<file path="src/rtl/router_flit_injector.sv">
// Local-port flit transmitter: turns descriptors plus payload words into head/body/tail
// flits, gated by credits returned from the router input buffer.
//   state  | meaning
//   S_IDLE | waiting for a packet descriptor
//   S_HEAD | descriptor latched, head flit goes out once a credit is available
//   S_BODY | forwarding payload words, one per credit
module router_flit_injector #(
  parameter int DATA_W  = 32,
  parameter int COORD_W = 3,
  parameter int LEN_W   = 4,
  parameter int CREDITS = 4
) (
  input  logic                clk,
  input  logic                rst_n,
  input  logic                pkt_valid,
  output logic                pkt_ready,
  input  logic [COORD_W-1:0]  pkt_dst_x,
  input  logic [COORD_W-1:0]  pkt_dst_y,
  input  logic [LEN_W-1:0]    pkt_len,
  input  logic                pay_valid,
  output logic                pay_ready,
  input  logic [DATA_W-1:0]   pay_data,
  output logic                flit_valid,
  output logic [1:0]          flit_type,
  output logic [DATA_W-1:0]   flit_data,
  input  logic                credit_in,
  output logic [LEN_W:0]      credit_cnt,
  output logic                busy,
  output logic                err_credit
);

  typedef enum logic [1:0] {S_IDLE = 2'd0, S_HEAD = 2'd1, S_BODY = 2'd2} state_t;

  localparam logic [LEN_W:0]   CRED_MAX = (LEN_W+1)'(CREDITS);
  localparam logic [LEN_W:0]   CRED_ONE = (LEN_W+1)'(1);
  localparam logic [LEN_W-1:0] REM_ONE  = LEN_W'(1);

  state_t              state_q, state_d;
  logic [COORD_W-1:0]  dst_x_q, dst_x_d, dst_y_q, dst_y_d;
  logic [LEN_W-1:0]    len_q, len_d, rem_q, rem_d;
  logic                flit_valid_q, flit_valid_d;
  logic [1:0]          flit_type_q, flit_type_d;
  logic [DATA_W-1:0]   flit_data_q, flit_data_d;
  logic [LEN_W:0]      credit_q, credit_d;
  logic                err_q, err_d;
  logic                can_send, pay_hs, load;

  assign can_send  = (credit_q != '0);
  assign pkt_ready = (state_q == S_IDLE);
  assign pay_ready = (state_q == S_BODY) && can_send;
  assign pay_hs    = pay_valid && pay_ready;
  assign load      = ((state_q == S_HEAD) && can_send) || pay_hs;

  always_comb begin
    state_d      = state_q;
    dst_x_d      = dst_x_q;
    dst_y_d      = dst_y_q;
    len_d        = len_q;
    rem_d        = rem_q;
    flit_valid_d = 1'b0;
    flit_type_d  = flit_type_q;
    flit_data_d  = flit_data_q;
    credit_d     = credit_q;
    err_d        = err_q;
    case (state_q)
      S_IDLE: begin
        if (pkt_valid) begin
          dst_x_d = pkt_dst_x;
          dst_y_d = pkt_dst_y;
          len_d   = pkt_len;
          state_d = S_HEAD;
        end
      end
      S_HEAD: begin
        if (can_send) begin
          flit_valid_d = 1'b1;
          flit_data_d  = DATA_W'({dst_y_q, dst_x_q, len_q});
          if (len_q == '0) begin
            flit_type_d = 2'b11;
            state_d     = S_IDLE;
          end else begin
            flit_type_d = 2'b01;
            rem_d       = len_q;
            state_d     = S_BODY;
          end
        end
      end
      S_BODY: begin
        if (pay_hs) begin
          flit_valid_d = 1'b1;
          flit_data_d  = pay_data;
          rem_d        = rem_q - REM_ONE;
          if (rem_q == REM_ONE) begin
            flit_type_d = 2'b10;
            state_d     = S_IDLE;
          end else begin
            flit_type_d = 2'b00;
          end
        end
      end
      default: state_d = S_IDLE;
    endcase
    // A send and a returned credit in the same cycle cancel out.
    if (load && !credit_in) begin
      credit_d = credit_q - CRED_ONE;
    end else if (!load && credit_in) begin
      if (credit_q == CRED_MAX) err_d = 1'b1;
      else                      credit_d = credit_q + CRED_ONE;
    end
  end

  always_ff @(posedge clk) begin
    if (!rst_n) begin
      state_q      <= S_IDLE;
      dst_x_q      <= '0;
      dst_y_q      <= '0;
      len_q        <= '0;
      rem_q        <= '0;
      flit_valid_q <= 1'b0;
      flit_type_q  <= 2'b00;
      flit_data_q  <= '0;
      credit_q     <= CRED_MAX;
      err_q        <= 1'b0;
    end else begin
      state_q      <= state_d;
      dst_x_q      <= dst_x_d;
      dst_y_q      <= dst_y_d;
      len_q        <= len_d;
      rem_q        <= rem_d;
      flit_valid_q <= flit_valid_d;
      flit_type_q  <= flit_type_d;
      flit_data_q  <= flit_data_d;
      credit_q     <= credit_d;
      err_q        <= err_d;
    end
  end

  assign flit_valid = flit_valid_q;
  assign flit_type  = flit_type_q;
  assign flit_data  = flit_data_q;
  assign credit_cnt = credit_q;
  assign busy       = (state_q != S_IDLE);
  assign err_credit = err_q;

endmodule

</file>
<file path="config.mk">
export PLATFORM = sky130hd
export DESIGN_NAME = router_flit_injector
export DESIGN_NICKNAME = d
export VERILOG_FILES = /design/src/rtl/router_flit_injector.sv
export SDC_FILE = /design/constraint.sdc
export NUM_CORES = 1
export LEC_CHECK = 0
export BUFFER_PORTS_ARGS = -buffer_cell sky130_fd_sc_hd__buf_2
export CAP_MARGIN = 25
export CORE_AREA = 2 2 79 81
export CTS_BUF_LIST = sky130_fd_sc_hd__clkbuf_4 sky130_fd_sc_hd__clkbuf_8
export CTS_CLUSTER_DIAMETER = 200
export DETAILED_ROUTE_END_ITERATION = 7
export DIE_AREA = 0 0 81 83
export PLACE_DENSITY = 0.84
export SLEW_MARGIN = 20
export SYNTH_ARGS = -nofsm -noshare
export SYNTH_HDL_FRONTEND = slang
export SYNTH_SLANG_ARGS = --single-unit
export TNS_END_PERCENT = 10
</file>
<file path="constraint.sdc">
create_clock -name clk -period 2.2 [get_ports clk]
set_input_delay 0.11 -clock clk [delete_from_list [all_inputs] [get_ports clk]]
set_output_delay 0.11 -clock clk [all_outputs]
set_load 0.005 [all_outputs]
</file>
# After elaboration in Yosys (flattened, before gate mapping)
# Index checks and enable logic that the tools add are counted.
[totals]
register_bits = 57
input_bits = 47
output_inout_bits = 44
word_cells = 68
[op_classes]
addsub = 3
n_eq_ne = 10
mux = 24
bitwise_logic = 1
n_reduce_logical = 20
[ops]
columns = ["operator", "n"]
rows = [
  ["2-to-1 mux 32 bit", 2],
  ["case mux 32 bit (2 select lines)", 1],
  ["2-to-1 mux 2 bit", 9],
  ["2-to-1 mux 5 bit", 3],
  ["2-to-1 mux 4 bit", 3],
  ["!= test 2 bit (second input constant)", 5],
  ["case mux 4 bit (2 select lines)", 1],
  ["AND reduction 4 bit", 2],
  ["case mux 2 bit (3 select lines)", 1],
  ["AND reduction 3 bit", 2],
  ["nonzero test 2 bit", 3],
  ["adder 5 x 1 -> 5 bit (second input constant)", 1],
  ["equality test 5 x 3 -> 1 bit (second input constant)", 1],
  ["logical AND 1 bit", 5],
  ["nonzero test 5 bit", 1],
  ["subtractor 5 x 1 -> 5 bit (second input constant)", 1],
  ["equality test 4 x 1 -> 1 bit (second input constant)", 1],
  ["zero test 4 bit", 1],
  ["case mux 2 bit (2 select lines)", 1],
  ["AND reduction 2 bit", 2],
  ["subtractor 4 x 1 -> 4 bit (second input constant)", 1],
  ["equality test 2 x 1 -> 1 bit (second input constant)", 1],
  ["equality test 2 bit (second input constant)", 1],
  ["zero test 1 bit", 2],
  ["6 further kinds", 7],
]

# Depth between registers and ports, before layout
[depth]
depth_word = 8
mapped_depth = 12
depth_no_buf = 11

# Worst setup path before layout
# OpenSTA, ideal clock, no wires.
[synth_path]
kind = "register to register"
start = "register credit_q[0] (netlist: credit_cnt[0])"
end = "register credit_q[4] (netlist: credit_cnt[4])"
setup_time_ns = 0.064
arrival_ns = 2.413
t_required_ns = 2.136
path_slack_ns = -0.277
path_stages_with_launch = 12
n_path_buf = 1
period_less_slack_ns = 2.477
cell_sequence = "dfxtp_1 or4_1 buf_2 nor2_1 a21oi_1 ha_1 inv_1 fa_1 nand2b_1 o2bb2ai_1 mux2_2 nand4_1"
[synth_via]
elab_chain_len = 8
elab_cells_between_ends = 17
classes_between = "add/sub (2); eq/ne (2); mux (3); reduce/logical (10)"
[synth_lines]
columns = ["element", "line_no", "text"]
rows = [
  ["from (decl)", "44", "logic [LEN_W:0] credit_q, credit_d;"],
  ["from (signal assigned)", "133", "credit_q <= credit_d;"],
  ["parallel branches: the longest is 8 deep, another holds adder 5 x 1 -> 5 bit", "n/a", ""],
]
# Several ways; the timed one is not identified. The select of a mux whose other input is x is not followed.
# A chain may end at the register's enable or synchronous reset.

# Worst setup path after layout
[layout_path]
start = "register credit_q[1] (netlist: credit_cnt[1])"
end = "register credit_q[4] (netlist: credit_cnt[4])"
# Same word-level chain as after synthesis.

==> reports/metrics.csv <==
metric,value,unit
clkSinkCount,57,
syn2layout_area_growth,33.8,%
clk_root_buffer_cell,clkbuf_8,
setup-tns-final,-0.0865,ns
via_per_inst,5.25,
dr_total_vias,2453,
slew_violations,0,
grt_use_total,0.202,
die_w,81,um
htree_levels,3,
die-area,6720,sq um
final_util,0.613,
synth-main-ff-cell,dfxtp_1,
cp_cell_sequence,or4_4 -> nor2_4 -> a21oi_4 -> ha_4 -> ha_1 -> nor2_2 -> o2bb2ai_4 -> mux2_4 -> nand4_1,
yosysMostFrequentCell,dfxtp_1,
wl,6.50,mm
endpoint_kind,flop,
die_h,83,um
tritoncts,done,
hold_class,in2reg,
p_per_area,983,nW/um^2
port_buffers,90,
setup_viol,2,
timing.fmax,442,MHz
cp_data_arrival_time,2.53,ns
drive_above_1_share,0.380,
synthArstFlopShare,0,
netlist_area,2670,sq um
rsz0062_at_grt,true,
pin_count,91,
synth_edf_count,0,
p_leak,1.64,nW
ir_worst_vdd,0.611,mV
place_hpwl,4.75,mm
start_util,0.458,
postCtsHoldBufs,0,
insertion_delay,0.33,ns
clkTransAtPathRegs,0.06,ns
detail_route.wl_per_cell,13.9,um
finalHoldViolations,0,
place_ws,-0.141,ns
synth_top_area_frac,0.428,
syn_inst,288,
grt_pass1_vias,2374,
drtIter0Drc,62,
rows,28,
crit_type,reg2reg,
place.gp.congestion,0.823,
critPathMaxFanout,5,
fin_hold_ws,0.0279,ns
rr_startpoint,credit_cnt[1]$_SDFFE_PN0P_,
required,2.47,ns
grt_max_degree,34,
grt_pass1_wl,10.7,mm
cts_max_path_buffers,2,
period_share,1.03,
maxCapViolCount,0,
antennaDiodeCount,0,
critPathLaunchType,flop,
violations,setup timing,
critPathSlowestCell,or4_4,
worst_pin_slew,1.00,ns
synth_area_leaders,"dfxtp_1, a22oi_1, nor2b_1",
setup_slack,-0.0638,ns
numCtsBuffers,9,
startpoint,credit_cnt[1]$_SDFFE_PN0P_,
core_region_area,5820,sq um
synth_top_cell_by_area,dfxtp_1,
yosys-top-cells-count,"dfxtp_1, nand2_1, nor2b_1, a22oi_1, inv_1",
hold_path_startpoint,pkt_dst_x[1],
nNetsFinal,446,
synth_nets,346,
overflow,0,
slew_headroom,0.332,
outcome,finished with violations,
drtPass1Iterations,5,
syn_avg_cell_area,9.25,sq um
synth_warnings,0,
min_period,2.26,ns
antenna_found_initial,0,
ys_ff_latch,57,
ys_seq_area_frac,0.428,
slowest_delay,0.56,ns
drc_errors,0,
synth_cell_types,46,
ant_nets,0,
skew,0.00769,ns
## registers in the layout (all words and copies together) (netlist names)
register and count:
dst_y_q 3, dst_x_q 3, flit_type 2, state_q 2
flit_data 32, err_credit 1, len_q 4, credit_cnt 5
flit_valid 1, rem_q 4
## cell usage in the layout, fill, tap and decap left out, types with 2 or more instances in the layout
| master | instances |
|---|---|
| a211oi_1 | 3 |
| a21boi_0 | 11 |
| a21oi_1 | 2 |
| a21oi_2 | 2 |
| a22oi_1 | 22 |
| and2_1 | 3 |
| buf_2 | 90 |
| buf_4 | 16 |
| clkbuf_8 | 11 |
| clkinv_2 | 2 |
| dfxtp_1 | 55 |
| dfxtp_2 | 2 |
| ha_1 | 8 |
| ha_4 | 2 |
| inv_1 | 14 |
| mux2i_1 | 9 |
| nand2_1 | 39 |
| nand3_1 | 6 |
| nand4_1 | 2 |
| nor2_1 | 7 |
| nor2b_1 | 25 |
| nor3_1 | 2 |
| nor3b_2 | 3 |
| o211a_1 | 9 |
| o211ai_1 | 5 |
| o21ai_0 | 5 |
| o22ai_1 | 2 |
## per-layer routing
metal	track usage	part of all wire	up-vias
met3	0.0630	0.070	15
met2	0.330	0.49	89
li1	-	-	1212
met4	0.0924	0.021	0
met5	0	0	-
met1	0.237	0.42	1137
## area by class of cell
type	instances	area, sq um
fill	508	2250
tap	75	93.8
inverter	15	58.8
multi-input combinational	198	1490
clock inverter	3	40.0
clock buffer	12	159
timing repair buffer	107	582
sequential	57	1140
## final timing paths
check	cells past startpoint	slack (ns)	endpoint
worst min register to register	2	0.47	dst_x_q[0]$_SDFFE_PN0P_
worst max register to register	9	-0.06	credit_cnt[4]$_SDFFE_PN0P_
worst min-delay path	3	0.03	dst_x_q[1]$_SDFFE_PN0P_
worst max-delay path	9	-0.06	credit_cnt[4]$_SDFFE_PN0P_
## power by group
group | switching (mW) | internal (mW) | total [mW]
combinational | 0.694 | 0.598 | 1.29
sequential | 0.0763 | 1.16 | 1.24
clock | 0.388 | 0.587 | 0.975
total | 1.16 | 2.34 | 3.50
## worst max-delay path: cells and delay by family (launching register included)
| kind | cells | cell delay [ns] |
|---|---|---|
| and+or+nand+nor | 4 | 0.93 |
| adders and majority gates | 2 | 0.45 |
| DFF | 1 | 0.33 |
| muxes | 1 | 0.31 |
| AOI/OAI and AO/OA | 2 | 0.19 |
## stage by stage
stage	cell area [sq um]	instances	power (mW)
after floorplan	2720	288	2.02
after global placement	3300	451	2.39
after detailed placement	3300	451	2.44
after CTS	3520	466	3.47
after global routing	3560	467	3.72
final	3560	467	3.50
## cells by family (layout without fill, tap and decap cells)
logic type               after synthesis  in the layout  share of synthesized area
adder cells (fa/ha/maj)               11             11                     0.0545
multiplexers                          11             11                     0.0423
buffers and inverters                 33            137                     0.0526
XOR/XNOR                               2              2                    0.00657
AND/OR/NAND/NOR                       99             99                      0.196
AO/OA/AOI/OAI                         75             75                      0.220
flip-flops                            57             57                      0.428
## repair_timing
action,4_1_cts,5_1_grt
gates resized for setup,4,7
gates cloned,0,0
pin swaps,0,9
setup endpoints to repair,14,3
setup buffers,0,1
(Power assumes the default switching activity.)
